<file path="src/rtl/trap_ctrl_pkg.sv">
// Shared definitions for the machine-mode trap/mret sequencer: state encoding,
// exception cause codes and the vectored-interrupt offset.
package trap_ctrl_pkg;

    typedef enum logic [1:0] {
        ST_IDLE         = 2'd0,
        ST_TRAP_SAVE    = 2'd1,
        ST_MRET_RESTORE = 2'd2,
        ST_REDIRECT     = 2'd3
    } state_t;

    // Cause codes without the interrupt bit; the MSB is added for CAUSE_MTI.
    localparam int unsigned CAUSE_MTI      = 32'd7;
    localparam int unsigned CAUSE_ECALL_M  = 32'd11;
    localparam int unsigned CAUSE_BREAK    = 32'd3;
    localparam int unsigned VEC_OFFSET_MTI = 32'd4 * CAUSE_MTI;

    localparam logic [1:0] MTVEC_VECTORED = 2'b01;

endpackage

</file>
<file path="src/rtl/trap_prio.sv">
// Combinational event arbiter: picks the highest-priority commit event and
// computes its mcause value and fetch target.
module trap_prio
    import trap_ctrl_pkg::*;
#(
    parameter int XLEN = 64
) (
    input  logic            commit_valid_i,
    input  logic            commit_ecall_i,
    input  logic            commit_ebreak_i,
    input  logic            commit_mret_i,
    input  logic            mstatus_mie_i,
    input  logic            mie_mtie_i,
    input  logic            mip_mtip_i,
    input  logic [XLEN-1:0] mtvec_i,
    input  logic [XLEN-1:0] mepc_i,
    output logic            accept_o,
    output logic            is_mret_o,
    output logic [XLEN-1:0] cause_o,
    output logic [XLEN-1:0] target_o
);

    logic            irq_pend_s;
    logic [XLEN-1:0] base_s;

    // Priority select: timer interrupt, then ecall, ebreak, mret.
    always_comb begin
        irq_pend_s = mstatus_mie_i & mie_mtie_i & mip_mtip_i;
        accept_o   = commit_valid_i &
                     (irq_pend_s | commit_ecall_i | commit_ebreak_i | commit_mret_i);
        base_s     = {mtvec_i[XLEN-1:2], 2'b00};
        is_mret_o  = 1'b0;
        cause_o    = '0;
        target_o   = base_s;
        if (irq_pend_s) begin
            cause_o = {1'b1, {(XLEN-1){1'b0}}} | XLEN'(CAUSE_MTI);
            if (mtvec_i[1:0] == MTVEC_VECTORED) begin
                target_o = base_s + XLEN'(VEC_OFFSET_MTI);
            end else begin
                target_o = base_s;
            end
        end else if (commit_ecall_i) begin
            cause_o = XLEN'(CAUSE_ECALL_M);
        end else if (commit_ebreak_i) begin
            cause_o = XLEN'(CAUSE_BREAK);
        end else if (commit_mret_i) begin
            is_mret_o = 1'b1;
            target_o  = mepc_i;
        end else begin
            is_mret_o = 1'b0;
        end
    end

endmodule

</file>
<file path="src/rtl/trap_ctrl.sv">
// Commit-stage trap controller: accepts interrupt/ecall/ebreak/mret, pulses the
// CSR update, holds a redirect until fetch accepts it, then flushes.
module trap_ctrl
    import trap_ctrl_pkg::*;
#(
    parameter int XLEN = 64
) (
    input  logic            clk,
    input  logic            rst,
    input  logic            commit_valid,
    input  logic [XLEN-1:0] commit_pc,
    input  logic            commit_ecall,
    input  logic            commit_ebreak,
    input  logic            commit_mret,
    input  logic            mstatus_mie,
    input  logic            mie_mtie,
    input  logic            mip_mtip,
    input  logic [XLEN-1:0] mtvec,
    input  logic [XLEN-1:0] mepc,
    input  logic            redirect_ready,
    output logic            stall,
    output logic            csr_trap_we,
    output logic [XLEN-1:0] csr_mepc_wdata,
    output logic [XLEN-1:0] csr_mcause_wdata,
    output logic            csr_mret_we,
    output logic            redirect_valid,
    output logic [XLEN-1:0] redirect_pc,
    output logic            flush
);

    state_t          state_q;
    logic [XLEN-1:0] pc_q;
    logic [XLEN-1:0] cause_q;
    logic [XLEN-1:0] target_q;
    logic            trap_we_q;
    logic            mret_we_q;
    logic            redirect_valid_q;
    logic            flush_q;

    logic            accept_s;
    logic            is_mret_s;
    logic [XLEN-1:0] cause_s;
    logic [XLEN-1:0] target_s;

    trap_prio #(.XLEN(XLEN)) u_prio (
        .commit_valid_i  (commit_valid),
        .commit_ecall_i  (commit_ecall),
        .commit_ebreak_i (commit_ebreak),
        .commit_mret_i   (commit_mret),
        .mstatus_mie_i   (mstatus_mie),
        .mie_mtie_i      (mie_mtie),
        .mip_mtip_i      (mip_mtip),
        .mtvec_i         (mtvec),
        .mepc_i          (mepc),
        .accept_o        (accept_s),
        .is_mret_o       (is_mret_s),
        .cause_o         (cause_s),
        .target_o        (target_s)
    );

    // Sequencer FSM with latched event data and registered output pulses.
    always_ff @(posedge clk) begin
        if (!rst) begin
            state_q          <= ST_IDLE;
            pc_q             <= '0;
            cause_q          <= '0;
            target_q         <= '0;
            trap_we_q        <= 1'b0;
            mret_we_q        <= 1'b0;
            redirect_valid_q <= 1'b0;
            flush_q          <= 1'b0;
        end else begin
            case (state_q)
                ST_IDLE: begin
                    flush_q <= 1'b0;
                    if (accept_s) begin
                        pc_q      <= commit_pc;
                        cause_q   <= cause_s;
                        target_q  <= target_s;
                        trap_we_q <= ~is_mret_s;
                        mret_we_q <= is_mret_s;
                        state_q   <= is_mret_s ? ST_MRET_RESTORE : ST_TRAP_SAVE;
                    end else begin
                        state_q <= ST_IDLE;
                    end
                end
                ST_TRAP_SAVE, ST_MRET_RESTORE: begin
                    trap_we_q        <= 1'b0;
                    mret_we_q        <= 1'b0;
                    redirect_valid_q <= 1'b1;
                    state_q          <= ST_REDIRECT;
                end
                ST_REDIRECT: begin
                    if (redirect_ready) begin
                        redirect_valid_q <= 1'b0;
                        flush_q          <= 1'b1;
                        state_q          <= ST_IDLE;
                    end else begin
                        state_q <= ST_REDIRECT;
                    end
                end
                default: begin
                    state_q          <= ST_IDLE;
                    trap_we_q        <= 1'b0;
                    mret_we_q        <= 1'b0;
                    redirect_valid_q <= 1'b0;
                    flush_q          <= 1'b0;
                end
            endcase
        end
    end

    // Stall covers the acceptance cycle and the whole sequence; all outputs
    // are forced low while reset is held.
    always_comb begin
        if (state_q == ST_IDLE) begin
            stall = rst & accept_s;
        end else begin
            stall = rst;
        end
    end

    assign csr_trap_we      = rst & trap_we_q;
    assign csr_mret_we      = rst & mret_we_q;
    assign redirect_valid   = rst & redirect_valid_q;
    assign flush            = rst & flush_q;
    assign csr_mepc_wdata   = rst ? pc_q     : '0;
    assign csr_mcause_wdata = rst ? cause_q  : '0;
    assign redirect_pc      = rst ? target_q : '0;

endmodule
</file>
<file path="config.mk">
export PLATFORM = sky130hd
export DESIGN_NAME = trap_ctrl
export DESIGN_NICKNAME = d
export VERILOG_FILES = /design/src/rtl/trap_ctrl_pkg.sv /design/src/rtl/trap_prio.sv /design/src/rtl/trap_ctrl.sv
export SDC_FILE = /design/constraint.sdc
export NUM_CORES = 1
export LEC_CHECK = 0
export BUFFER_PORTS_ARGS = -buffer_cell sky130_fd_sc_hd__buf_4
export CAP_MARGIN = 20
export CELL_PAD_IN_SITES_DETAIL_PLACEMENT = 0
export CELL_PAD_IN_SITES_GLOBAL_PLACEMENT = 2
export CORE_MARGIN = 5
export CORE_UTILIZATION = 24
export CTS_CLUSTER_SIZE = 12
export DETAILED_ROUTE_END_ITERATION = 16
export PLACE_DENSITY_LB_ADDON = 0.12
export RECOVER_POWER = 25
export SYNTH_ARGS = -nofsm -noshare
export SYNTH_HDL_FRONTEND = slang
export SYNTH_SLANG_ARGS = --single-unit
</file>
<file path="constraint.sdc">
create_clock -name clk -period 2.34 [get_ports clk]
set_input_delay 0.234 -clock clk [delete_from_list [all_inputs] [get_ports clk]]
set_output_delay 0.234 -clock clk [all_outputs]
set_load 0.1 [all_outputs]
</file>
======== Word-level counts from Yosys, hierarchy flattened ========
Index checks and enable logic that the tools add are counted.
Widths: inputs -> output; s select.
cells by class
  $add $sub $neg .......................... 1
  eq/ne operators ......................... 6
  muxes and demuxes ....................... 28
  bitwise operators ....................... 12
  reduce and logical (&&, ||, !) cells .... 9
operators with widths
  operator               number
  $mux 64                10
  $add 64x5->64 const B  1
  $mux 1                 9
  $and 1x1->1            8
  $mux 2                 4
  $pmux 1 s2             4
  $reduce_and 2->1       4
  $pmux 2 s3             1
  $reduce_bool 2->1      3
  $eq 2x1->1 const B     2
  $eq 2x2->1 const B     2
  $ne 2x2->1 const B     2
  $or 1x1->1             3
  $logic_not 2->1        1
  $reduce_or 2->1        1
  $not 1->1              1
storage, ports and cells
  register bits ........................... 198
  input bits .............................. 202
  output and inout bits ................... 197
  logic and storage cells ................. 64

======== Depth between registers and ports, before layout ========
Gate-level depths: netlist of the first run.
  depth after elaboration ................. 8
  mapped depth ............................ 9
  mapped depth without buffers ............ 8

======== By module ========
From an unflattened synthesis of the first run, not the netlist that was laid out.
second synthesis, totals
  cells, all modules ...................... 1,568
  area total of the unflattened synthesis .. 10,563.9 um2
modules (own cells, without submodules)
  module     times used  cells each  area an instance (um2)  seq. area each (um2)
  trap_ctrl  1           1,067       7,612.3                 3,963.8
  trap_prio  1           501         2,951.6                 0.0

======== Least setup slack after synthesis of the first run ========
OpenSTA, ideal clock, no wires.
  path type ............................... in2out
  start ................................... in mstatus_mie
  end ..................................... out stall
  data arrival time ....................... 2.461 ns
  data required time ...................... 2.106 ns
  path slack .............................. -0.355 ns
  stages on the path ...................... 6
  buffers on the path ..................... 2
  path through ............................ nand3_1 > clkbuf_1 > clkbuf_1 > nand2_1 > nand2_1 > a21oi_1
on the way
  longest elaborated chain between the ends .. 8
RTL lines
  element                   RTL line          RTL
  start: declaration        trap_ctrl.sv:15   input logic mstatus_mie,
  $and 1x1->1 (2 in a row)  trap_prio.sv:28   irq_pend_s = mstatus_mie_i & mie_mtie_i & mip_mtip_i;
  $or 1x1->1 (3 in a row)   trap_prio.sv:30   (irq_pend_s | commit_ecall_i | commit_ebreak_i | commit_mret_i);
  $and 1x1->1               trap_prio.sv:29   accept_o = commit_valid_i &
  $and 1x1->1               trap_ctrl.sv:117  stall = rst & accept_s;
  $mux 1                    trap_ctrl.sv:116  if (state_q == ST_IDLE) begin
  end: declaration          trap_ctrl.sv:21   output logic stall,
No other way between the ends.

======== Worst setup path after layout of the first run ========
  start ................................... in rst
  end ..................................... out csr_mepc_wdata[38]
on the way
  longest elaborated chain between the ends .. 1
RTL lines
  element             RTL line          RTL
  start: declaration  trap_ctrl.sv:9    input logic rst,
  $mux 64             trap_ctrl.sv:127  assign csr_mepc_wdata = rst ? pc_q : '0;
  end: declaration    trap_ctrl.sv:23   output logic [XLEN-1:0] csr_mepc_wdata,
No other way between the ends.

==> results of run 1 <==
## state kept, by name, summed over array words and instances, names as in the netlist
register,flops
flush_q,1
state_q,2
trap_we_q,1
target_q,64
mret_we_q,1
pc_q,64
redirect_valid_q,1
cause_q,3
## report_power, final
part	internal, mW	leakage, nW	switching (mW)
sequential	2.52	1.13	0.0652
combinational	0.635	3.77	1.93
clock	1.45	0.273	1.16
total	4.60	5.17	3.16
## worst max-delay path, stage by stage
cell	delay, ns
buf_4	0.37
clkbuf_4	0.55
and2_1	0.21
clkbuf_2	0.46
## final timing paths
path | startpoint | end | slack [ns] | cells after the start
setup / recovery | rst | csr_mepc_wdata[38] | 0.26 | 4
hold / removal | commit_pc[12] | pc_q[12] | 0.03 | 3
setup reg to reg | state_q[0] | target_q[54] | 0.28 | 8
hold reg to reg | target_q[0] | target_q[0] | 0.45 | 2
## routing by layer
metal	track usage (%)	vias to the layer above	wire, µm
met5	0	-	13
met4	4.06	2	422
met3	5.22	28	2720
met2	28.9	313	16900
met1	24.9	4207	16700
li1	-	4542	-
## synth_stat cells (all sizes together), types with 2 or more instances
cell,count,area [µm²]
a211oi,5,37.5
a21o,3,22.5
a21oi,156,781
a22o,3,26.3
a311o,4,40.0
a31oi,9,56.3
and2,135,845
and3,11,68.8
and4,7,63.8
buf,74,521
clkbuf,72,272
dfxtp,137,2740
ha,3,37.5
inv,12,45.0
mux2,4,45.0
mux2i,7,70.1
nand2,247,927
nand2b,2,12.5
nand3,44,233
nand4,24,156
nor2,42,158
nor3,22,120
nor4,12,120
o2111ai,4,35.0
o211ai,11,82.6
o21ai,43,219
o221ai,18,158
o2bb2ai,4,35.0
o31ai,2,15.0
or2,3,18.8
or3,7,43.8
or4,4,33.8
xnor2,19,166
xor2,12,105
## metrics by stage
| stage | setup slack, ns | cells | cell area [µm²] |
|---|---|---|---|
| floorplan | 0.259 | 1232 | 8630 |
| global placement | 0.162 | 1926 | 11400 |
| detailed placement | 0.139 | 1926 | 11400 |
| CTS | 0.272 | 1958 | 12000 |
| global route | 0.0750 | 1959 | 11800 |
| finish | 0.256 | 1959 | 11800 |
## final cells by class
cell class | instances | share of cell area [%]
multi-input cells | 937 | 43.0
repair buffers | 385 | 23.9
flip-flops and latches | 137 | 23.2
well taps | 455 | 4.81
clock buffers | 20 | 3.95
clock inverters | 12 | 0.772
inverters | 12 | 0.381
diodes | 1 | 0.0212
## cells in the final DEF (no fill, tap or decap), drive strengths merged, types with 2 or more instances in the layout
cell type and n:
a211oi 5, a21o 3, a21oi 156, a22o 3, a311o 4, a31oi 9, and2 135, and3 11
and4 7, buf 322, clkbuf 83, clkinv 7, clkinvlp 2, conb 59, dfxtp 137, ha 3
inv 15, mux2 4, mux2i 7, nand2 247, nand2b 2, nand3 44, nand4 24, nor2 42
nor3 22, nor4 12, o2111ai 4, o211ai 11, o21ai 43, o221ai 18, o2bb2ai 4, o31ai 2
or2 3, or3 7, or4 4, xnor2 19, xor2 12
## logic make-up (layout without fill, tap and decap cells)
kind of cell,count (synthesis),after routing,synth area share (%)
DFF,137,137,32.6
xor gates and xnor gates,31,31,3.23
AOI/OAI and AO/OA,270,270,18.7
muxes,11,11,1.37
and+or+nand+nor,563,563,33.6
adders and majority gates,3,3,0.447
other,1,60,0.0446
buffers and inverters,158,429,9.96
==> out/qor.csv, run 1 <==
stage;metric;value;unit
timing;fin_setup_tns;0;ns
floorplan;die_x;197;µm
placement;place_congestion;0.834;
min_path;hp-class;input port to register;
worst_setup_path;path_class;input port to output port;
drt;wl_per_cell;18.8;µm
clocking;cts-resized-gates;0;
timing;drv_slew;0;
layout;multi_input_area;0.00508;mm²
drt;first_pass_iters;5;
power_and_ir_drop;vdd.ir_drop.worst;606;µV
worst_setup_path;cp.arrival;1.85;ns
clocking;clock_path_buffers;2;
drt;wl;36.8;mm
synth;synth_edf_count;0;
drt;drtAntennaViolNets;0;
timing;fin_worst_skew;0.00846;ns
power_and_ir_drop;p_per_area;656;mW/mm²
synth;yosys_warnings;0;
synth;synthCells;1174;
global_route;grt_pass1_wl;55.6;mm
synth;synth_cell_types;58;
clocking;cts_max_level;4;
timing;setup_viol;0;
worst_setup_path;startpoint_type;input port;
drt;drt_iter0_drc;463;
synth;yosys_register_bits;137;
global_route;grt_pass1_vias;8937;
clocking;clk_pin_slew_worst_paths;0.07;ns
floorplan;start_util;24.3;%
synth;async_flop_share;0;%
power_and_ir_drop;p_leak;5.17;nW
floorplan;row_count;68;
worst_setup_path;endpoint_kind;output port;
timing;holdWs;0.0325;ns
placement;port-buffer-count;339;
clocking;cts_tree;yes;
synth;syn_area;0.00840;mm²
global_route;grt_start_max_net_pins;84;
clocking;post_cts_buffers;0;
timing;period_share;89.1;%
placement;post-dp-hpwl;27.9;mm
floorplan;die_h;197;µm
timing;worst_pin_slew;1.17;ns
clocking;cts.sinks;137;
clocking;cts-buffers-inserted;17;
clocking;postCtsHoldBufs;0;
run_status;status;finished clean;
layout;seq_area;0.00274;mm²
drt;drc;0;
layout;drive_above_1_share;29.3;%
timing;rsz0062_at_grt;no;
layout;nNetsFinal;1695;
global_route;grt_usage;18.3;%
synth;syn_avg_cell_area;7.16;µm²
worst_setup_path;cp_max_fo;54;
global_route;grt_antenna_before_repair;2;
layout;syn_to_final_growth;40.7;%
power_and_ir_drop;power;7.76;mW
global_route;grt_overflow;0;
floorplan;core_area;0.0345;mm²
synth;synth_seq_area_share;32.6;%
floorplan;pin_count;399;
timing;finalCriticalPeriod;2.08;ns
layout;fill_cells;3873;
worst_setup_path;crit_required;2.11;ns
clocking;root_buffer;clkbuf_16;
floorplan;die-area;0.0389;mm²
timing;slew_headroom;22.1;%
layout;post-route-util;34.2;%
drt;routed_via_density;4.64;
clocking;worstSkewPairLatency;0.45;ns
timing;fmax;480;MHz
drt;vias;9092;
timing;finalHoldViolCount;0;
flow_run;cap_violations;0;
synth;synth_flop_cell;dfxtp_1;
Power figures use the tool's default switching activity.
==> run 2, diff against run 1 <==
--- a/config.mk
+++ b/config.mk
@@ -10,11 +10,12 @@
 export CELL_PAD_IN_SITES_DETAIL_PLACEMENT = 0
 export CELL_PAD_IN_SITES_GLOBAL_PLACEMENT = 2
 export CORE_MARGIN = 5
-export CORE_UTILIZATION = 24
+export CORE_UTILIZATION = 26
 export CTS_CLUSTER_SIZE = 12
 export DETAILED_ROUTE_END_ITERATION = 16
 export PLACE_DENSITY_LB_ADDON = 0.12
 export RECOVER_POWER = 25
 export SYNTH_ARGS = -nofsm -noshare
 export SYNTH_HDL_FRONTEND = slang
+export SYNTH_HIERARCHICAL = 1
 export SYNTH_SLANG_ARGS = --single-unit
==> out/qor.csv, run 2 <==
stage;metric;value;unit
flow_run;cap_violations;0;
layout;final_cell_mix;399 x buf_4, 261 x nor2_1, 239 x nand2_1;
layout;layout_commonest_cell;buf_4;
global_route;grt_antenna_before_repair;9;
clocking;cts-buffers-inserted;17;
placement;placed_cells;2484;
synth;synthMuxAreaShare;0.0948;%
worst_setup_path;path_cells;inv_1 > ha_1 > nand2_1 > clkbuf_4 > nor2_1 > a21oi_1;
timing;setup_viol;0;
placement;post-dp-hpwl;32.9;mm
placement;dp_slack;-0.163;ns
worst_setup_path;cp_slowest_cell;clkbuf_4;
clocking;root_buffer;clkbuf_16;
global_route;grt_pass1_wl;66.5;mm
synth;syn_avg_cell_area;6.74;µm²
timing;rsz0062_at_grt;no;
synth;synthCells;1568;
clocking;cts.sinks;198;
floorplan;core_area;0.0400;mm²
drt;routed_via_density;4.48;
timing;finalCriticalPeriod;2.03;ns
clocking;clock_path_buffers;2;
layout;fin_cells;2578;
worst_setup_path;endpoint_kind;register;
synth;yosys_register_bits;198;
floorplan;start_util;26.4;%
power_and_ir_drop;vdd.ir_drop.worst;386;µV
synth;synth_simple_gate_area_share;26.5;%
layout;reg_top3;cause_q (64), pc_q (64), target_q (64);
worst_setup_path;r2r-end;pc_q[37];
timing;period_share;86.9;%
drt;drt_iter0_drc;686;
drt;vias;11559;
placement;place_congestion;0.846;
synth;synth_compound_area_share;18.6;%
synth;synth-xor-area-share;0.415;%
timing;fin_worst_skew;0.0132;ns
drt;drc;0;
synth;synth_seq_area_share;37.5;%
worst_setup_path;startpoint_type;register;
clocking;worstSkewPairLatency;0.46;ns
drt;first_pass_iters;9;
clocking;clk_pin_slew_worst_paths;0.08;ns
worst_setup_path;cp_max_fo;62;
min_path;hold-path-endpoint;pc_q[26];
worst_setup_path;cp.arrival;2.41;ns
layout;fill_cells;4468;
global_route;grt_overflow;0;
clocking;post_cts_buffers;0;
synth;synth_top_cell_area_share;37.5;%
worst_setup_path;r2r_slack;0.31;ns
drt;wl;44.2;mm
synth;synth_cell_types;64;
layout;nNetsFinal;2239;
synth;synth_area_leaders;dfxtp_1 38%, a21oi_1 11%, nor2_1 9.3%;
timing;finalHoldViolCount;0;
clocking;cts_max_level;4;
floorplan;die-area;0.0448;mm²
clocking;cts_tree;yes;
power_and_ir_drop;p_per_area;691;mW/mm²
timing;slew_headroom;22.0;%
min_path;min-delay-start;commit_pc[26];
synth;synth_edf_count;0;
layout;syn_to_final_growth;44.6;%
layout;drive_above_1_share;26.8;%
layout;final_cell_area;0.0153;mm²
timing;worst_pin_slew;1.17;ns
synth;async_flop_share;0;%
floorplan;pin_count;399;
synth;synth_fa_ha_area_share;0.474;%
power_and_ir_drop;p_leak;8.31;nW
worst_setup_path;reg2reg_from;state_q[0];
floorplan;die_x;212;µm
drt;drtAntennaViolNets;0;
worst_setup_path;r2r_cells;6;
drt;wl_per_cell;17.2;µm
timing;fin_ws;0.307;ns
global_route;grt_start_max_net_pins;68;
synth;yosys_warnings;6;
worst_setup_path;max_stage_delay;0.73;ns
global_route;grt_usage;19.0;%
min_path;hp-class;input port to register;
worst_setup_path;path_class;register to register;
timing;fmax;492;MHz
worst_setup_path;crit_required;2.72;ns
layout;post-route-util;38.2;%
synth;synth_top_family_by_area;simple AND/OR/NAND/NOR gates;
floorplan;row_count;73;
placement;port-buffer-count;398;
synth;synth_top_cell_by_area;dfxtp_1;
synth;yosysMostFrequentCell;nor2_1;
run_status;status;finished clean;
placement;placed_area;0.0144;mm²
synth;syn_area;0.0106;mm²
synth;synth_flop_cell;dfxtp_1;
synth;ys_top_cells_by_count;262 x nor2_1, 240 x nand2_1, 233 x a21oi_1;
min_path;holdPathStages;3;
global_route;grt_pass1_vias;11358;
floorplan;die_h;212;µm
timing;drv_slew;0;
## run 2: cell types whose count changed in the layout (fill, tap and decap cells not counted), moves of 55 or more
cell,change
inv_1,+200
buf_4,+86
a21oi_1,+79
nor2_1,+220
and2_1,-127
dfxtp_1,+61
dlygate4sd3_1,+55
## run 2: power by group
group          switching, mW  total (mW)  internal (mW)
logic                   2.91        3.90          0.998
clock network           1.38        2.77           1.39
registers             0.0953        3.88           3.78
total                   4.38        10.6           6.18
## run 2: area by class of cell
class / count / area (µm²) / area share (%)
Multi-Input combinational cell: 1060 / 5130 / 33.6
Antenna cell: 7 / 17.5 / 0.115
Inverter: 212 / 796 / 5.21
Sequential cell: 198 / 3960 / 26.0
Clock buffer: 25 / 465 / 3.05
Clock inverter: 7 / 46.3 / 0.303
Timing Repair Buffer: 544 / 4200 / 27.5
Tap cell: 525 / 657 / 4.30
## run 2: cells by family after synthesis
family	after synthesis
other	1
buffers and inverters	368
xor gates and xnor gates	5
DFF	198
AOI/OAI and AO/OA	347
adders and majority gates	4
muxes	1
and+or+nand+nor	644
## run 2: metal layers
metal | global-route usage (%) | up-vias | wire length, µm
met3 | 5.96 | 45 | 2960
met1 | 24.2 | 5336 | 19200
met4 | 5.35 | 6 | 835
met5 | 0 | - | 47
met2 | 31.3 | 275 | 21200
li1 | - | 5897 | -
## run 2: worst max path at each step
stage          startpoint      endpoint  cells past startpoint
2_1_floorplan    mtvec[2]  target_q[62]                     11
3_3_place_gp     mtvec[1]  target_q[61]                      9
3_5_place_dp     mtvec[1]  target_q[61]                      9
4_1_cts          mtvec[1]  target_q[61]                      9
5_1_grt        state_q[0]  target_q[10]                      6
6_report       state_q[0]      pc_q[37]                      6
## run 2: per-stage QoR
stage | setup TNS [ns] | hold slack (ns) | power (mW)
after floorplan | 0 | 0.383 | 6.80
after global placement | -0.768 | 0.446 | 7.87
after detailed placement | -0.890 | 0.451 | 7.89
after CTS | 0 | 0.0000525 | 10.8
after global routing | 0 | 0.0113 | 11.1
final | 0 | 0.0247 | 10.6
## run 2: timing repair
action | in CTS | in global routing
hold buffers | 55 | 0
resized for setup | 0 | 0
endpoints found under the hold margin | 55 | 0
## run 2: worst max-delay path: cells and delay by family, from the launching register on
kind | cells | cell delay, ns
buffers and inverters | 2 | 0.79
and+or+nand+nor | 2 | 0.35
DFF | 1 | 0.34
adders and majority gates | 1 | 0.30
AOI/OAI and AO/OA | 1 | 0.15
==> run 3, diff against run 2 <==
--- a/config.mk
+++ b/config.mk
@@ -5,12 +5,13 @@
 export SDC_FILE = /design/constraint.sdc
 export NUM_CORES = 1
 export LEC_CHECK = 0
+export ABC_AREA = 1
 export BUFFER_PORTS_ARGS = -buffer_cell sky130_fd_sc_hd__buf_4
 export CAP_MARGIN = 20
 export CELL_PAD_IN_SITES_DETAIL_PLACEMENT = 0
 export CELL_PAD_IN_SITES_GLOBAL_PLACEMENT = 2
 export CORE_MARGIN = 5
-export CORE_UTILIZATION = 26
+export CORE_UTILIZATION = 27
 export CTS_CLUSTER_SIZE = 12
 export DETAILED_ROUTE_END_ITERATION = 16
 export PLACE_DENSITY_LB_ADDON = 0.12
==> out/qor.csv, run 3 <==
stage;metric;value;unit
timing;period_share;89.0;%
synth;synth_area_leaders;dfxtp_1 33%, nand2_1 13%, nor2_1 10%;
synth;synthMuxAreaShare;0;%
synth;ys_top_cells_by_count;403 x nand2_1, 328 x nor2_1, 279 x inv_1;
synth;synth_seq_area_share;33.1;%
clocking;root_buffer;clkbuf_16;
synth;synthCells;1878;
drt;drc;0;
synth;synth_top_cell_area_share;33.1;%
global_route;grt_start_max_net_pins;75;
global_route;grt_overflow;0;
drt;wl_per_cell;17.1;µm
floorplan;die_x;221;µm
clocking;cts_tree;yes;
drt;vias;12886;
synth;synth_fa_ha_area_share;0.418;%
synth;yosys_warnings;6;
timing;rsz0062_at_grt;no;
flow_run;cap_violations;0;
global_route;grt_pass1_wl;74.1;mm
clocking;cts-buffers-inserted;17;
clocking;clk_pin_slew_worst_paths;0.07;ns
worst_setup_path;cp_max_fo;6;
clocking;postCtsHoldBufs;65;
worst_setup_path;path_cells;inv_1 > ha_1 > nand2_8 > a21oi_2 > buf_4;
drt;wl;49.9;mm
power_and_ir_drop;p_leak;8.90;nW
worst_setup_path;path_class;register to output port;
worst_setup_path;r2r-end;target_q[52];
timing;finalCriticalPeriod;2.08;ns
power_and_ir_drop;p_sw;4.64;mW
drt;drt_iter0_drc;786;
timing;fin_setup_tns;0;ns
layout;fill_cells;4887;
synth;synth_flop_cell;dfxtp_1;
floorplan;core_area;0.0440;mm²
timing;setup_viol;0;
layout;reg_top3;cause_q (64), pc_q (64), target_q (64);
layout;nNetsFinal;2520;
synth;synth_top_cell_by_area;dfxtp_1;
power_and_ir_drop;p_per_area;660;mW/mm²
synth;yosysMostFrequentCell;nand2_1;
floorplan;pin_count;399;
floorplan;row_count;77;
clocking;post_cts_buffers;0;
worst_setup_path;endpoint_kind;output port;
floorplan;start_util;27.2;%
run_status;status;finished clean;
worst_setup_path;cp_slowest_cell;ha_1;
min_path;hold-path-endpoint;target_q[49];
timing;finalHoldViolCount;0;
drt;routed_via_density;4.41;
layout;syn_to_final_growth;38.0;%
floorplan;die-area;0.0487;mm²
layout;layout_commonest_cell;nand2_1;
timing;drv_slew;0;
power_and_ir_drop;power_frac_clock;27.1;%
worst_setup_path;cp.arrival;1.85;ns
global_route;grt_antenna_before_repair;1;
clocking;clock_path_buffers;2;
synth;syn_avg_cell_area;6.38;µm²
power_and_ir_drop;internal_power;6.26;mW
worst_setup_path;r2r_cells;7;
worst_setup_path;startpoint_type;register;
synth;yosys_register_bits;198;
power_and_ir_drop;pwr-share-comb;37.5;%
clocking;worstSkewPairLatency;0.49;ns
global_route;grt_usage;20.1;%
worst_setup_path;r2r_slack;0.45;ns
placement;post-dp-hpwl;38.5;mm
synth;synth-xor-area-share;0.512;%
placement;place_congestion;0.939;
placement;port-buffer-count;398;
synth;synth_simple_gate_area_share;30.0;%
power_and_ir_drop;switching_share;42.6;%
min_path;holdPathStages;5;
layout;post-route-util;37.5;%
synth;synth_compound_area_share;18.5;%
clocking;cts_max_level;4;
worst_setup_path;max_stage_delay;0.36;ns
floorplan;die_h;221;µm
power_and_ir_drop;vdd.ir_drop.worst;680;µV
power_and_ir_drop;seq_power_share;35.4;%
timing;slew_headroom;49.1;%
layout;drive_above_1_share;26.8;%
synth;synth_cell_types;35;
min_path;min-delay-start;mepc[49];
drt;drtAntennaViolNets;0;
synth;syn_area;0.0120;mm²
layout;final_cell_mix;402 x nand2_1, 340 x buf_4, 329 x nor2_1;
clocking;cts.sinks;198;
synth;synth_top_family_by_area;simple AND/OR/NAND/NOR gates;
timing;worst_pin_slew;0.760;ns
clocking;cts-resized-gates;0;
worst_setup_path;crit_required;2.11;ns
min_path;hp-class;input port to register;
worst_setup_path;reg2reg_from;state_q[0];
synth;async_flop_share;0;%
global_route;grt_pass1_vias;12561;
timing;fmax;480;MHz
drt;first_pass_iters;7;
timing;fin_worst_skew;0.0123;ns
synth;synth_edf_count;0;
[run 3: changes by cell type after synthesis, moves of 27 or more]
cell / before / now
nor2_1: 262 / 328
nand2_1: 240 / 403
a21oi_2: 0 / 100
nor3_1: 32 / 5
inv_1: 212 / 279
o21ai_0: 32 / 94
a21oi_1: 233 / 138
nand3_1: 27 / 67
[run 3: cell type report]
class,count,area [µm²],share of cell area [%]
well taps,592,741,4.48
clock inverters,11,91.3,0.553
repair buffers,513,4040,24.4
inverters,287,1090,6.57
diodes,1,2.50,0.0151
multi-input cells,1297,6140,37.2
clock buffers,21,460,2.79
flip-flops and latches,198,3960,24.0
[run 3: cells by family (layout without fill, tap and decap cells)]
group	Yosys count	in the layout
AND/OR/NAND/NOR	865	865
buffers and inverters	441	832
AO/OA/AOI/OAI	362	362
flip-flops	198	198
XOR/XNOR	7	7
adder cells (fa/ha/maj)	4	4
other	1	60
[run 3: critical path: cells and delay by family, from the launching register on]
family,cells,cell delay [ns]
AND/OR/NAND/NOR,1,0.13
adder cells (fa/ha/maj),1,0.36
buffers and inverters,2,0.39
flip-flops,1,0.32
AO/OA/AOI/OAI,1,0.17
[run 3: power by group through the flow]
stage	clock network (mW)	logic, mW	registers, mW
2_1_floorplan	0	3.01	3.92
3_3_place_gp	0	4.09	3.94
3_5_place_dp	0	4.10	3.94
4_1_cts	3.09	4.20	3.87
5_1_grt	3.19	4.36	3.90
6_report	2.95	4.09	3.87
[run 3: per-layer routing]
layer  vias to the layer above  global-route usage [%]  wire length, µm
li1                       6570                       -                -
met1                      5911                    24.9            21200
met2                       356                    33.2            23600
met3                        49                    6.72             4050
met4                         0                    6.16             1050
met5                         -                       0                0
[run 3: per-stage QoR]
stage	hold WS, ns	total power [mW]	instance area (µm²)	worst slack (ns)	instances
6_report	0.120	10.9	16500	0.258	2920
3_5_place_dp	0.455	8.05	15600	0.169	2822
2_1_floorplan	0.379	6.94	12200	0.0125	1936
3_3_place_gp	0.451	8.03	15600	0.210	2822
5_1_grt	0.105	11.5	16500	0.150	2920
4_1_cts	0.0781	11.2	16800	0.169	2919
[run 3: worst max-delay path by stage]
stage | startpoint | to | slack (ns) | cells past startpoint
after CTS | state_q[0] | stall | 0.17 | 5
after detailed placement | mtvec[1] | target_q[48] | 0.17 | 11
after global placement | mtvec[1] | target_q[48] | 0.21 | 11
after floorplan | mstatus_mie | stall | 0.01 | 9
after global routing | state_q[0] | stall | 0.15 | 5
final | state_q[0] | stall | 0.26 | 5
